## config.mk

```make
export PLATFORM = sky130hd
export DESIGN_NAME = decode_buffer
export DESIGN_NICKNAME = d
export VERILOG_FILES = /design/src/rtl/decode_buffer_pkg.sv /design/src/rtl/decode_buffer_decode.sv /design/src/rtl/decode_buffer.sv
export SDC_FILE = /design/constraint.sdc
export NUM_CORES = 1
export LEC_CHECK = 0
export ABC_AREA = 1
export CAP_MARGIN = 30
export CORE_ASPECT_RATIO = 0.8
export CORE_MARGIN = 4
export CORE_UTILIZATION = 26
export CTS_BUF_LIST = sky130_fd_sc_hd__clkbuf_16
export CTS_CLUSTER_SIZE = 24
export DETAILED_ROUTE_END_ITERATION = 16
export HOLD_SLACK_MARGIN = 0.05
export SETUP_SLACK_MARGIN = 0.5
export SLEW_MARGIN = 20
export SYNTH_ARGS = -nofsm -noshare
export SYNTH_HDL_FRONTEND = slang
export SYNTH_SLANG_ARGS = --single-unit
```

## constraint.sdc

```tcl
create_clock -name clk_in -period 41.7 [get_ports clk_in]
set_clock_uncertainty 0.1 [all_clocks]
set_input_delay 8.34 -clock clk_in [delete_from_list [all_inputs] [get_ports clk_in]]
set_output_delay 8.34 -clock clk_in [all_outputs]
set_load 0.05 [all_outputs]
```

## src/rtl/decode_buffer_pkg.sv

```systemverilog
// rtl/decode_buffer_pkg.sv - instruction-type codes and RV32I major opcodes for the decode stage
package decode_buffer_pkg;

    localparam int INST_TYPE_WIDTH = 6;

    // IT_NOP must stay at zero: cleared FIFO storage then reads back as a NOP.
    typedef enum logic [INST_TYPE_WIDTH-1:0] {
        IT_NOP = 0,
        IT_LUI, IT_AUIPC, IT_JAL, IT_JALR,
        IT_BEQ, IT_BNE, IT_BLT, IT_BGE, IT_BLTU, IT_BGEU,
        IT_LB, IT_LH, IT_LW, IT_LBU, IT_LHU,
        IT_SB, IT_SH, IT_SW,
        IT_ADDI, IT_SLTI, IT_SLTIU, IT_XORI, IT_ORI, IT_ANDI,
        IT_SLLI, IT_SRLI, IT_SRAI,
        IT_ADD, IT_SUB, IT_SLL, IT_SLT, IT_SLTU, IT_XOR,
        IT_SRL, IT_SRA, IT_OR, IT_AND
    } inst_type_e;

    localparam logic [6:0] OPC_LUI    = 7'b0110111;
    localparam logic [6:0] OPC_AUIPC  = 7'b0010111;
    localparam logic [6:0] OPC_JAL    = 7'b1101111;
    localparam logic [6:0] OPC_JALR   = 7'b1100111;
    localparam logic [6:0] OPC_BRANCH = 7'b1100011;
    localparam logic [6:0] OPC_LOAD   = 7'b0000011;
    localparam logic [6:0] OPC_STORE  = 7'b0100011;
    localparam logic [6:0] OPC_IMM    = 7'b0010011;
    localparam logic [6:0] OPC_REG    = 7'b0110011;

    localparam logic [6:0] F7_ZERO = 7'h00;
    localparam logic [6:0] F7_ALT  = 7'h20;

endpackage

```

## src/rtl/decode_buffer_decode.sv

```systemverilog
// rtl/decode_buffer_decode.sv - purely combinational RV32I field and immediate decoder
module rv32i_decode_comb
    import decode_buffer_pkg::*;
#(
    parameter int ADDR_WIDTH   = 32,
    parameter int INST_WIDTH   = 32,
    parameter int REG_WIDTH    = 5,
    parameter int OPCODE_WIDTH = 6
) (
    input  logic [INST_WIDTH-1:0]   inst,
    input  logic [ADDR_WIDTH-1:0]   pc,
    output logic [REG_WIDTH-1:0]    rs,
    output logic [REG_WIDTH-1:0]    rt,
    output logic [REG_WIDTH-1:0]    rd,
    output logic [INST_WIDTH-1:0]   imm,
    output logic [OPCODE_WIDTH-1:0] opcode,
    output logic                    illegal,
    output logic                    is_jal,
    output logic                    is_branch,
    output logic [ADDR_WIDTH-1:0]   jal_target,
    output logic [ADDR_WIDTH-1:0]   br_target
);

    logic [6:0]            maj;
    logic [2:0]            f3;
    logic [6:0]            f7;
    logic [INST_WIDTH-1:0] imm_i, imm_s, imm_b, imm_u, imm_j, imm_sh;
    inst_type_e            itype;

    // Field extraction, immediate formats and branch/jump targets
    always_comb begin
        maj    = inst[6:0];
        f3     = inst[14:12];
        f7     = inst[31:25];
        imm_i  = {{(INST_WIDTH-12){inst[31]}}, inst[31:20]};
        imm_s  = {{(INST_WIDTH-12){inst[31]}}, inst[31:25], inst[11:7]};
        imm_b  = {{(INST_WIDTH-12){inst[31]}}, inst[7], inst[30:25], inst[11:8], 1'b0};
        imm_u  = {inst[31:12], 12'b0};
        imm_j  = {{(INST_WIDTH-20){inst[31]}}, inst[19:12], inst[20], inst[30:21], 1'b0};
        imm_sh = {{(INST_WIDTH-5){1'b0}}, inst[24:20]};
        jal_target = pc + ADDR_WIDTH'(imm_j);
        br_target  = pc + ADDR_WIDTH'(imm_b);
    end

    // Per-format decode; fields unused by a format stay 0, illegal encodings collapse to NOP
    always_comb begin
        itype     = IT_NOP;
        rs        = '0;
        rt        = '0;
        rd        = '0;
        imm       = '0;
        illegal   = 1'b0;
        is_jal    = 1'b0;
        is_branch = 1'b0;
        case (maj)
            OPC_LUI: begin
                itype = IT_LUI;   rd = inst[11:7]; imm = imm_u;
            end
            OPC_AUIPC: begin
                itype = IT_AUIPC; rd = inst[11:7]; imm = imm_u;
            end
            OPC_JAL: begin
                itype = IT_JAL;   rd = inst[11:7]; imm = imm_j; is_jal = 1'b1;
            end
            OPC_JALR: begin
                itype = IT_JALR;  rs = inst[19:15]; rd = inst[11:7]; imm = imm_i;
            end
            OPC_BRANCH: begin
                rs = inst[19:15]; rt = inst[24:20]; imm = imm_b; is_branch = 1'b1;
                case (f3)
                    3'd0:    itype = IT_BEQ;
                    3'd1:    itype = IT_BNE;
                    3'd4:    itype = IT_BLT;
                    3'd5:    itype = IT_BGE;
                    3'd6:    itype = IT_BLTU;
                    3'd7:    itype = IT_BGEU;
                    default: illegal = 1'b1;
                endcase
            end
            OPC_LOAD: begin
                rs = inst[19:15]; rd = inst[11:7]; imm = imm_i;
                case (f3)
                    3'd0:    itype = IT_LB;
                    3'd1:    itype = IT_LH;
                    3'd2:    itype = IT_LW;
                    3'd4:    itype = IT_LBU;
                    3'd5:    itype = IT_LHU;
                    default: illegal = 1'b1;
                endcase
            end
            OPC_STORE: begin
                rs = inst[19:15]; rt = inst[24:20]; imm = imm_s;
                case (f3)
                    3'd0:    itype = IT_SB;
                    3'd1:    itype = IT_SH;
                    3'd2:    itype = IT_SW;
                    default: illegal = 1'b1;
                endcase
            end
            OPC_IMM: begin
                rs = inst[19:15]; rd = inst[11:7]; imm = imm_i;
                case (f3)
                    3'd0: itype = IT_ADDI;
                    3'd2: itype = IT_SLTI;
                    3'd3: itype = IT_SLTIU;
                    3'd4: itype = IT_XORI;
                    3'd6: itype = IT_ORI;
                    3'd7: itype = IT_ANDI;
                    3'd1: begin
                        imm   = imm_sh;
                        itype = IT_SLLI;
                        illegal = (f7 != F7_ZERO);
                    end
                    default: begin
                        imm = imm_sh;
                        if (f7 == F7_ZERO)     itype = IT_SRLI;
                        else if (f7 == F7_ALT) itype = IT_SRAI;
                        else                   illegal = 1'b1;
                    end
                endcase
            end
            OPC_REG: begin
                rs = inst[19:15]; rt = inst[24:20]; rd = inst[11:7];
                case (f3)
                    3'd0: begin
                        if (f7 == F7_ZERO)     itype = IT_ADD;
                        else if (f7 == F7_ALT) itype = IT_SUB;
                        else                   illegal = 1'b1;
                    end
                    3'd5: begin
                        if (f7 == F7_ZERO)     itype = IT_SRL;
                        else if (f7 == F7_ALT) itype = IT_SRA;
                        else                   illegal = 1'b1;
                    end
                    default: begin
                        illegal = (f7 != F7_ZERO);
                        case (f3)
                            3'd1:    itype = IT_SLL;
                            3'd2:    itype = IT_SLT;
                            3'd3:    itype = IT_SLTU;
                            3'd4:    itype = IT_XOR;
                            3'd6:    itype = IT_OR;
                            default: itype = IT_AND;
                        endcase
                    end
                endcase
            end
            default: illegal = 1'b1;
        endcase
        if (illegal) begin
            itype     = IT_NOP;
            rs        = '0;
            rt        = '0;
            rd        = '0;
            imm       = '0;
            is_jal    = 1'b0;
            is_branch = 1'b0;
        end
        opcode = OPCODE_WIDTH'(itype);
    end

endmodule

```

## src/rtl/decode_buffer.sv

```systemverilog
// rtl/decode_buffer.sv - buffered RV32I decode stage with JAL redirect and branch hint pulses
module decode_buffer
    import decode_buffer_pkg::*;
#(
    parameter int ADDR_WIDTH   = 32,
    parameter int INST_WIDTH   = 32,
    parameter int REG_WIDTH    = 5,
    parameter int OPCODE_WIDTH = 6,
    parameter int DEPTH        = 4
) (
    input  logic                      clk_in,
    input  logic                      rst_in,
    input  logic                      rdy_in,
    input  logic                      flush_in,
    input  logic                      instqueue_decoder_en_in,
    input  logic [INST_WIDTH-1:0]     instqueue_decoder_inst_in,
    input  logic [ADDR_WIDTH-1:0]     instqueue_decoder_pc_in,
    output logic                      decoder_instqueue_rdy_out,
    output logic                      decoder_instqueue_rst_out,
    output logic                      decoder_if_en_out,
    output logic [ADDR_WIDTH-1:0]     decoder_if_addr_out,
    output logic                      decoder_bp_en_out,
    output logic [ADDR_WIDTH-1:0]     decoder_bp_pc_out,
    output logic [ADDR_WIDTH-1:0]     decoder_bp_target_out,
    output logic                      decoder_dispatcher_en_out,
    input  logic                      dispatcher_decoder_rdy_in,
    output logic [REG_WIDTH-1:0]      decoder_dispatcher_rs_out,
    output logic [REG_WIDTH-1:0]      decoder_dispatcher_rt_out,
    output logic [REG_WIDTH-1:0]      decoder_dispatcher_rd_out,
    output logic [INST_WIDTH-1:0]     decoder_dispatcher_imm_out,
    output logic [OPCODE_WIDTH-1:0]   decoder_dispatcher_opcode_out,
    output logic [ADDR_WIDTH-1:0]     decoder_dispatcher_pc_out,
    output logic                      decoder_dispatcher_illegal_out,
    output logic [$clog2(DEPTH):0]    decoder_count_out
);

    localparam int PTR_W = $clog2(DEPTH);

    typedef struct packed {
        logic [REG_WIDTH-1:0]    rs;
        logic [REG_WIDTH-1:0]    rt;
        logic [REG_WIDTH-1:0]    rd;
        logic [INST_WIDTH-1:0]   imm;
        logic [OPCODE_WIDTH-1:0] opcode;
        logic [ADDR_WIDTH-1:0]   pc;
        logic                    illegal;
    } entry_t;

    entry_t                mem [DEPTH];
    entry_t                dec_entry;
    entry_t                head;
    logic [PTR_W:0]        wr_ptr, rd_ptr, count;
    logic                  full, empty, push, pop;
    logic                  dec_is_jal, dec_is_branch;
    logic [ADDR_WIDTH-1:0] dec_jal_target, dec_br_target;

    rv32i_decode_comb #(
        .ADDR_WIDTH   (ADDR_WIDTH),
        .INST_WIDTH   (INST_WIDTH),
        .REG_WIDTH    (REG_WIDTH),
        .OPCODE_WIDTH (OPCODE_WIDTH)
    ) u_decode (
        .inst       (instqueue_decoder_inst_in),
        .pc         (instqueue_decoder_pc_in),
        .rs         (dec_entry.rs),
        .rt         (dec_entry.rt),
        .rd         (dec_entry.rd),
        .imm        (dec_entry.imm),
        .opcode     (dec_entry.opcode),
        .illegal    (dec_entry.illegal),
        .is_jal     (dec_is_jal),
        .is_branch  (dec_is_branch),
        .jal_target (dec_jal_target),
        .br_target  (dec_br_target)
    );

    assign dec_entry.pc = instqueue_decoder_pc_in;

    // Handshake decisions; upstream ready never depends on the dispatcher's ready
    always_comb begin
        count = wr_ptr - rd_ptr;
        full  = (count == (PTR_W+1)'(DEPTH));
        empty = (count == '0);
        decoder_instqueue_rdy_out = rdy_in & ~full & ~flush_in & ~decoder_if_en_out;
        push  = instqueue_decoder_en_in & decoder_instqueue_rdy_out;
        pop   = ~empty & dispatcher_decoder_rdy_in & rdy_in;
        head  = mem[rd_ptr[PTR_W-1:0]];
    end

    // Wrap-around pointers; a flush snaps the write pointer back so the head slot is left untouched
    always_ff @(posedge clk_in or posedge rst_in) begin
        if (rst_in) begin
            wr_ptr <= '0;
            rd_ptr <= '0;
        end else if (rdy_in) begin
            if (flush_in) begin
                wr_ptr <= rd_ptr;
            end else begin
                if (push) wr_ptr <= wr_ptr + 1'b1;
                if (pop)  rd_ptr <= rd_ptr + 1'b1;
            end
        end
    end

    // Entry storage; cleared storage decodes as a NOP with all fields zero
    always_ff @(posedge clk_in or posedge rst_in) begin
        if (rst_in) begin
            for (int i = 0; i < DEPTH; i++) mem[i] <= '0;
        end else if (push) begin
            mem[wr_ptr[PTR_W-1:0]] <= dec_entry;
        end
    end

    // One-cycle redirect and branch-hint pulses; they freeze with rdy_in low and die on a flush
    always_ff @(posedge clk_in or posedge rst_in) begin
        if (rst_in) begin
            decoder_if_en_out         <= 1'b0;
            decoder_instqueue_rst_out <= 1'b0;
            decoder_if_addr_out       <= '0;
            decoder_bp_en_out         <= 1'b0;
            decoder_bp_pc_out         <= '0;
            decoder_bp_target_out     <= '0;
        end else if (rdy_in) begin
            if (flush_in) begin
                decoder_if_en_out         <= 1'b0;
                decoder_instqueue_rst_out <= 1'b0;
                decoder_bp_en_out         <= 1'b0;
            end else begin
                decoder_if_en_out         <= push & dec_is_jal;
                decoder_instqueue_rst_out <= push & dec_is_jal;
                decoder_bp_en_out         <= push & dec_is_branch;
                if (push && dec_is_jal) decoder_if_addr_out <= dec_jal_target;
                if (push && dec_is_branch) begin
                    decoder_bp_pc_out     <= instqueue_decoder_pc_in;
                    decoder_bp_target_out <= dec_br_target;
                end
            end
        end
    end

    assign decoder_dispatcher_en_out      = ~empty;
    assign decoder_dispatcher_rs_out      = head.rs;
    assign decoder_dispatcher_rt_out      = head.rt;
    assign decoder_dispatcher_rd_out      = head.rd;
    assign decoder_dispatcher_imm_out     = head.imm;
    assign decoder_dispatcher_opcode_out  = head.opcode;
    assign decoder_dispatcher_pc_out      = head.pc;
    assign decoder_dispatcher_illegal_out = head.illegal;
    assign decoder_count_out              = count;

endmodule
```

Yosys cells after proc, flatten, opt, wreduce, memory -nomap -nowiden
Index checks and enable logic that the tools add are counted.
{"block": "classes", "order_cmp": 3, "n_eq_ne": 18, "addsub": 5, "muxes": 45, "n_reduce_logical": 23, "bitwise": 14}
{"operator": "344-bit bitwise mux", "count": 1}
{"operator": "86-bit two-way mux", "count": 3}
{"operator": "32-bit case mux with 6 select lines", "count": 1}
{"operator": "86-bit binary-select mux with 2-bit select", "count": 1}
{"operator": "86-bit demux with 2-bit select", "count": 1}
{"operator": "32-bit adder", "count": 2}
{"operator": "32-bit two-way mux", "count": 2}
{"operator": "6-bit case mux with 9 select lines", "count": 1}
{"operator": "6-bit case mux with 7 select lines", "count": 1}
{"operator": "5-bit two-way mux", "count": 8}
{"operator": "6-bit two-way mux", "count": 5}
{"operator": "6-bit case mux with 5 select lines", "count": 1}
{"operator": "7-bit by 6-bit equality test with 1-bit output, second input constant", "count": 4}
{"operator": "4-bit case mux with 6 select lines", "count": 1}
{"operator": "7-bit equality test, second input constant", "count": 3}
{"operator": "4-bit case mux with 5 select lines", "count": 1}
{"operator": "6-bit OR reduction", "count": 3}
{"operator": "3-bit equality test, second input constant", "count": 5}
{"operator": "5-bit case mux with 3 select lines", "count": 1}
{"operator": "7-bit by 5-bit equality test with 1-bit output, second input constant", "count": 2}
{"operator": "1-bit two-way mux", "count": 12}
{"operator": "6-bit case mux with 2 select lines", "count": 1}
{"operator": "3-bit AND reduction", "count": 3}
{"operator": "1-bit AND", "count": 8}
{"operator": "other kinds (23)", "count": 37}
{"block": "word_totals", "output_inout_bits": 190, "word_cells": 143, "regBits": 448, "in_bits": 70}

Longest topological paths before layout
{"block": "logic_depth", "ltp_word": 9, "mapped_depth": 14, "depth_no_buf": 13}

Hierarchy
A second synthesis with hierarchy kept.
{"block": "unflattened", "hier_cells": 3609, "hier_area_um2": 25662.1}
{"module": "decode_buffer", "area_per_inst_um2": 19847.8, "cells_each": 2463, "seq_area_each_um2": 11210.8, "n_inst": 1}
{"module": "rv32i_decode_comb", "area_per_inst_um2": 5814.3, "cells_each": 1146, "seq_area_each_um2": 0.0, "n_inst": 1}

Worst setup path before layout
No wires, ideal clock.
{"block": "synth_timing", "path_kind": "input to output", "startpoint": "input port rdy_in", "endpoint": "output port decoder_instqueue_rdy_out", "cell_stages": 4, "n_path_buf": 0, "t_arrival_ns": 8.982, "required_time_ns": 33.260, "slack_ns": 24.278, "path_cell_list": "inv_1 nor3_2 nand2_1 inv_1"}
{"block": "synth_via", "elab_chain_len": 3}
{"item": "from (decl)", "line_no": "decode_buffer.sv:13", "rtl": "input logic rdy_in,"}
{"item": "1-bit AND (3 in a row)", "line_no": "decode_buffer.sv:84", "rtl": "decoder_instqueue_rdy_out = rdy_in & ~full & ~flush_in & ~decoder_if_en_out;"}
{"item": "to (decl)", "line_no": "decode_buffer.sv:18", "rtl": "output logic decoder_instqueue_rdy_out,"}
Every way passes these cells.

Worst setup path in the final report
{"block": "layout_timing", "startpoint": "input port flush_in", "endpoint": "output port decoder_instqueue_rdy_out"}
{"block": "layout_via", "elab_chain_len": 3}
{"item": "from (decl)", "line_no": "decode_buffer.sv:14", "rtl": "input logic flush_in,"}
{"item": "1-bit inverter (no line)"}
{"item": "1-bit AND (2 in a row)", "line_no": "decode_buffer.sv:84"}
Every way passes these cells.

==> flow_metrics.py <==
metrics = {
    "grt": {
        "grt_pass1_vias": 21500,
        "grt_overflow": 0,
        "track_usage": 0.184,
        "grt_start_max_net_pins": 172,
        "grt_antenna_before_repair": 18,
        "grt_pass1_wl_um": 139000,
    },
    "place": {
        "io_buffers": 259,
        "place_inst": 4686,
        "post-dp-hpwl_um": 63400,
        "global_placement_routability_congestion": 0.927,
    },
    "clocking": {
        "clock_tree_from_tritoncts": "yes",
        "clkTransAtPathRegs_ns": 0.06,
        "cts_resized": 0,
        "cts_buffers": 51,
        "clock_sink_count": 447,
        "cts_post_setup_buffers_inserted": 0,
        "cts.htree.levels": 2,
        "clk_root_buffer_cell": "sky130_fd_sc_hd__clkbuf_16",
        "cts_hold_buffers": 0,
        "clockBufferDepth": 3,
        "clock_latency_of_the_later_clocked_register_in_the_worst_skew_pair_ns": 0.58,
    },
    "worst_setup_path": {
        "regToRegStartpoint": "rd_ptr[0]",
        "slowest_delay_ns": 0.79,
        "data_required_time_at_the_worst_endpoint_ns": 33.26,
        "worstPathMaxFanout": 5,
        "crit_slowest_cell": "sky130_fd_sc_hd__clkdlybuf4s50_1",
        "cp_data_arrival_time_ns": 10.09,
        "worstSetupEndpoint": "decoder_instqueue_rdy_out",
        "cp.buffers_inverters": 3,
        "timing.critical_path.from": "flush_in",
        "critPathLaunchType": "input pin",
        "path_common_cell": "sky130_fd_sc_hd__clkdlybuf4s50_1",
        "critical_path_class": "input pin to output port",
        "regToRegSetupSlack_ns": 35.86,
        "cp.depth": 5,
        "setup.worst_path.end_class": "output port",
        "worstReg2RegEnd": "mem[29]",
        "largest_delay_contributor_family_on_the_critical_path": "buffers and inverters",
        "crit_chain": "clkdlybuf4s50_1 > nor3_2 > nand2_1 > inv_1 > clkdlybuf4s50_1",
        "reg2reg_depth": 11,
    },
    "synth": {
        "postSynthNetCount": 3487,
        "ys_ff_latch": 447,
        "netlist_area_um2": 24400,
        "post-synth-top-area-cell": "sky130_fd_sc_hd__dfrtp_1",
        "yosysWarningCount": 0,
        "ys_top_cells_by_area": "sky130_fd_sc_hd__dfrtp_1, sky130_fd_sc_hd__nand2_1, sky130_fd_sc_hd__nand3_1, sky130_fd_sc_hd__o21ai_0, sky130_fd_sc_hd__nor2_1",
        "avgSynthCellArea_um2": 7.25,
        "netlist-cell-type-count": 37,
        "synth_cells": 3365,
        "synthDominantCellAreaShare": 0.458,
        "synth-seq-area-share": 0.458,
    },
    "layout": {
        "multi_input_comb_area_um2": 11300,
        "drive_above_1_share": 0.0405,
        "num-fill-cells": 10100,
        "area_growth_pct": 21.4,
        "layout.area.seq_um2": 11200,
        "layout.cells.non_filler": 4786,
        "layout.cells.most_common": "sky130_fd_sc_hd__nand2_1",
        "layout.cells.most_common_list": "sky130_fd_sc_hd__nand2_1, sky130_fd_sc_hd__dfrtp_1, sky130_fd_sc_hd__nand3_1",
        "final_net_count": 3638,
    },
    "floorplanning": {
        "io_pins": 260,
        "dieArea_um2": 98900,
        "fp.dieH_um": 282,
        "core_area_um2": 93100,
        "num_rows": 100,
        "dieWidth_um": 351,
        "initial_core_utilization": 0.262,
    },
    "timing": {
        "timing.final.crit_share": 0.444,
        "maxClockFrequency_ghz": 0.0540,
        "totalNegativeSetupSlack_ns": 0,
        "report.final.slew_viol_count": 0,
        "setup_viol": 0,
        "finalCriticalPeriod_ns": 18.53,
        "grt_setup_unrepaired": "false",
        "hold_viol": 0,
        "worst_rel_slew_slack": 0.305,
        "timing_worst_slew_pin_value_ns": 1.04,
    },
    "detailed_routing": {
        "wl_per_cell_um": 19.4,
        "route.vias.total": 23000,
        "drt_first_pass_iters": 5,
        "routed_wl_um": 92700,
        "post_drt_via_cell_ratio": 4.82,
        "drtIter0Drc": 2146,
        "detail-route-antenna-nets": 0,
        "drt_drc_violations_left": 0,
    },
    "pwr": {
        "p_comb_frac": 0.458,
        "power.static_leakage_nw": 14.9,
        "intPower_mw": 1.01,
        "switching_share": 0.451,
        "report.power.total_mw": 1.84,
        "power.sequential.fraction": 0.296,
        "max-vdd-ir-drop_uv": 44.2,
        "total_power_per_unit_cell_area_nw_per_um2": 62.1,
        "power.share.clock": 0.246,
        "p_sw_uw": 831,
    },
    "run": {
        "maxCapViolations": 0,
    },
    "min_path": {
        "holdCritPathClass": "flop to flop",
    },
    "outcome": {
        "outcome": "completed",
    },
}
routing by layer:
layer	part of all wire	track usage	vias up
met1	0.48	0.270	11000
met3	0.090	0.0514	131
met2	0.41	0.266	741
met4	0.024	0.0452	16
met5	0.00093	0	-
li1	-	-	11100
power groups by stage:
stage	combinational, mW	sequential [mW]	clock [mW]
4_1_cts	0.847	0.544	0.466
2_1_floorplan	0.549	0.548	0
3_5_place_dp	0.845	0.551	0
6_report	0.843	0.544	0.453
5_1_grt	0.906	0.553	0.483
3_3_place_gp	0.840	0.549	0
Yosys cell counts (all sizes together):
cell	n
xor2	8
clkbuf	101
o21bai	3
xnor2	24
a21o	2
a21oi	35
nor3	9
o22ai	86
nor2	296
nand3b	24
inv	261
o211ai	1
ha	49
a21boi	1
buf	89
nand4	16
and2	2
dfrtp	447
fa	3
or2	1
o21ai	393
nand2	1183
nand3	331
registers in the layout (all words and copies together), names as in the netlist:
| signal | flops |
|---|---|
| mem | 344 |
| decoder_if_en_out | 1 |
| decoder_if_addr_out | 32 |
| decoder_bp_pc_out | 32 |
| decoder_bp_target_out | 31 |
| wr_ptr | 3 |
| decoder_bp_en_out | 1 |
| rd_ptr | 3 |
worst reg2reg max path, delay by kind of cell, from the launching register on:
| family | cells | cell delay, ns |
|---|---|---|
| AOI/OAI and AO/OA | 1 | 0.09 |
| adders and majority gates | 2 | 0.81 |
| DFF | 1 | 0.85 |
| buffers and inverters | 4 | 3.09 |
| and+or+nand+nor | 4 | 0.76 |
logic make-up after synthesis:
logic type                 Yosys count  share of synthesized area
and+or+nand+nor                   1862                      0.314
AOI/OAI and AO/OA                  521                      0.112
buffers and inverters              451                     0.0765
DFF                                447                      0.458
adders and majority gates           52                     0.0276
xor gates and xnor gates            32                     0.0115
per-stage QoR:
step / setup WS, ns / utilization / hold WS, ns / area (um2)
after CTS: 23.16 / 0.318 / 0.371 / 29600
after floorplan: 20.80 / - / 0.337 / 24400
after detailed placement: 23.17 / 0.300 / 0.356 / 27900
after global placement: 23.12 / 0.299 / 0.349 / 27900
final: 23.17 / 0.318 / 0.368 / 29600
after global routing: 23.04 / 0.318 / 0.387 / 29600
layout make-up:
cell class	count	area share
Inverter	261	0.0338
Clock buffer	52	0.0439
Sequential cell	447	0.378
Clock inverter	40	0.0122
Tap cell	1224	0.0517
Timing Repair Buffer	288	0.0970
Antenna cell	7	0.000591
Multi-Input combinational cell	2467	0.383
worst min path at each step:
stage / startpoint / slack (ns) / cells after the start / end
5_1_grt: mem[118] / 0.39 / 2 / mem[118]
6_report: mem[204] / 0.37 / 2 / mem[204]
3_5_place_dp: mem[204] / 0.36 / 2 / mem[204]
3_3_place_gp: mem[204] / 0.35 / 2 / mem[204]
4_1_cts: mem[204] / 0.37 / 2 / mem[204]
2_1_floorplan: mem[118] / 0.34 / 2 / mem[118]
Power figures use the tool's default switching activity.
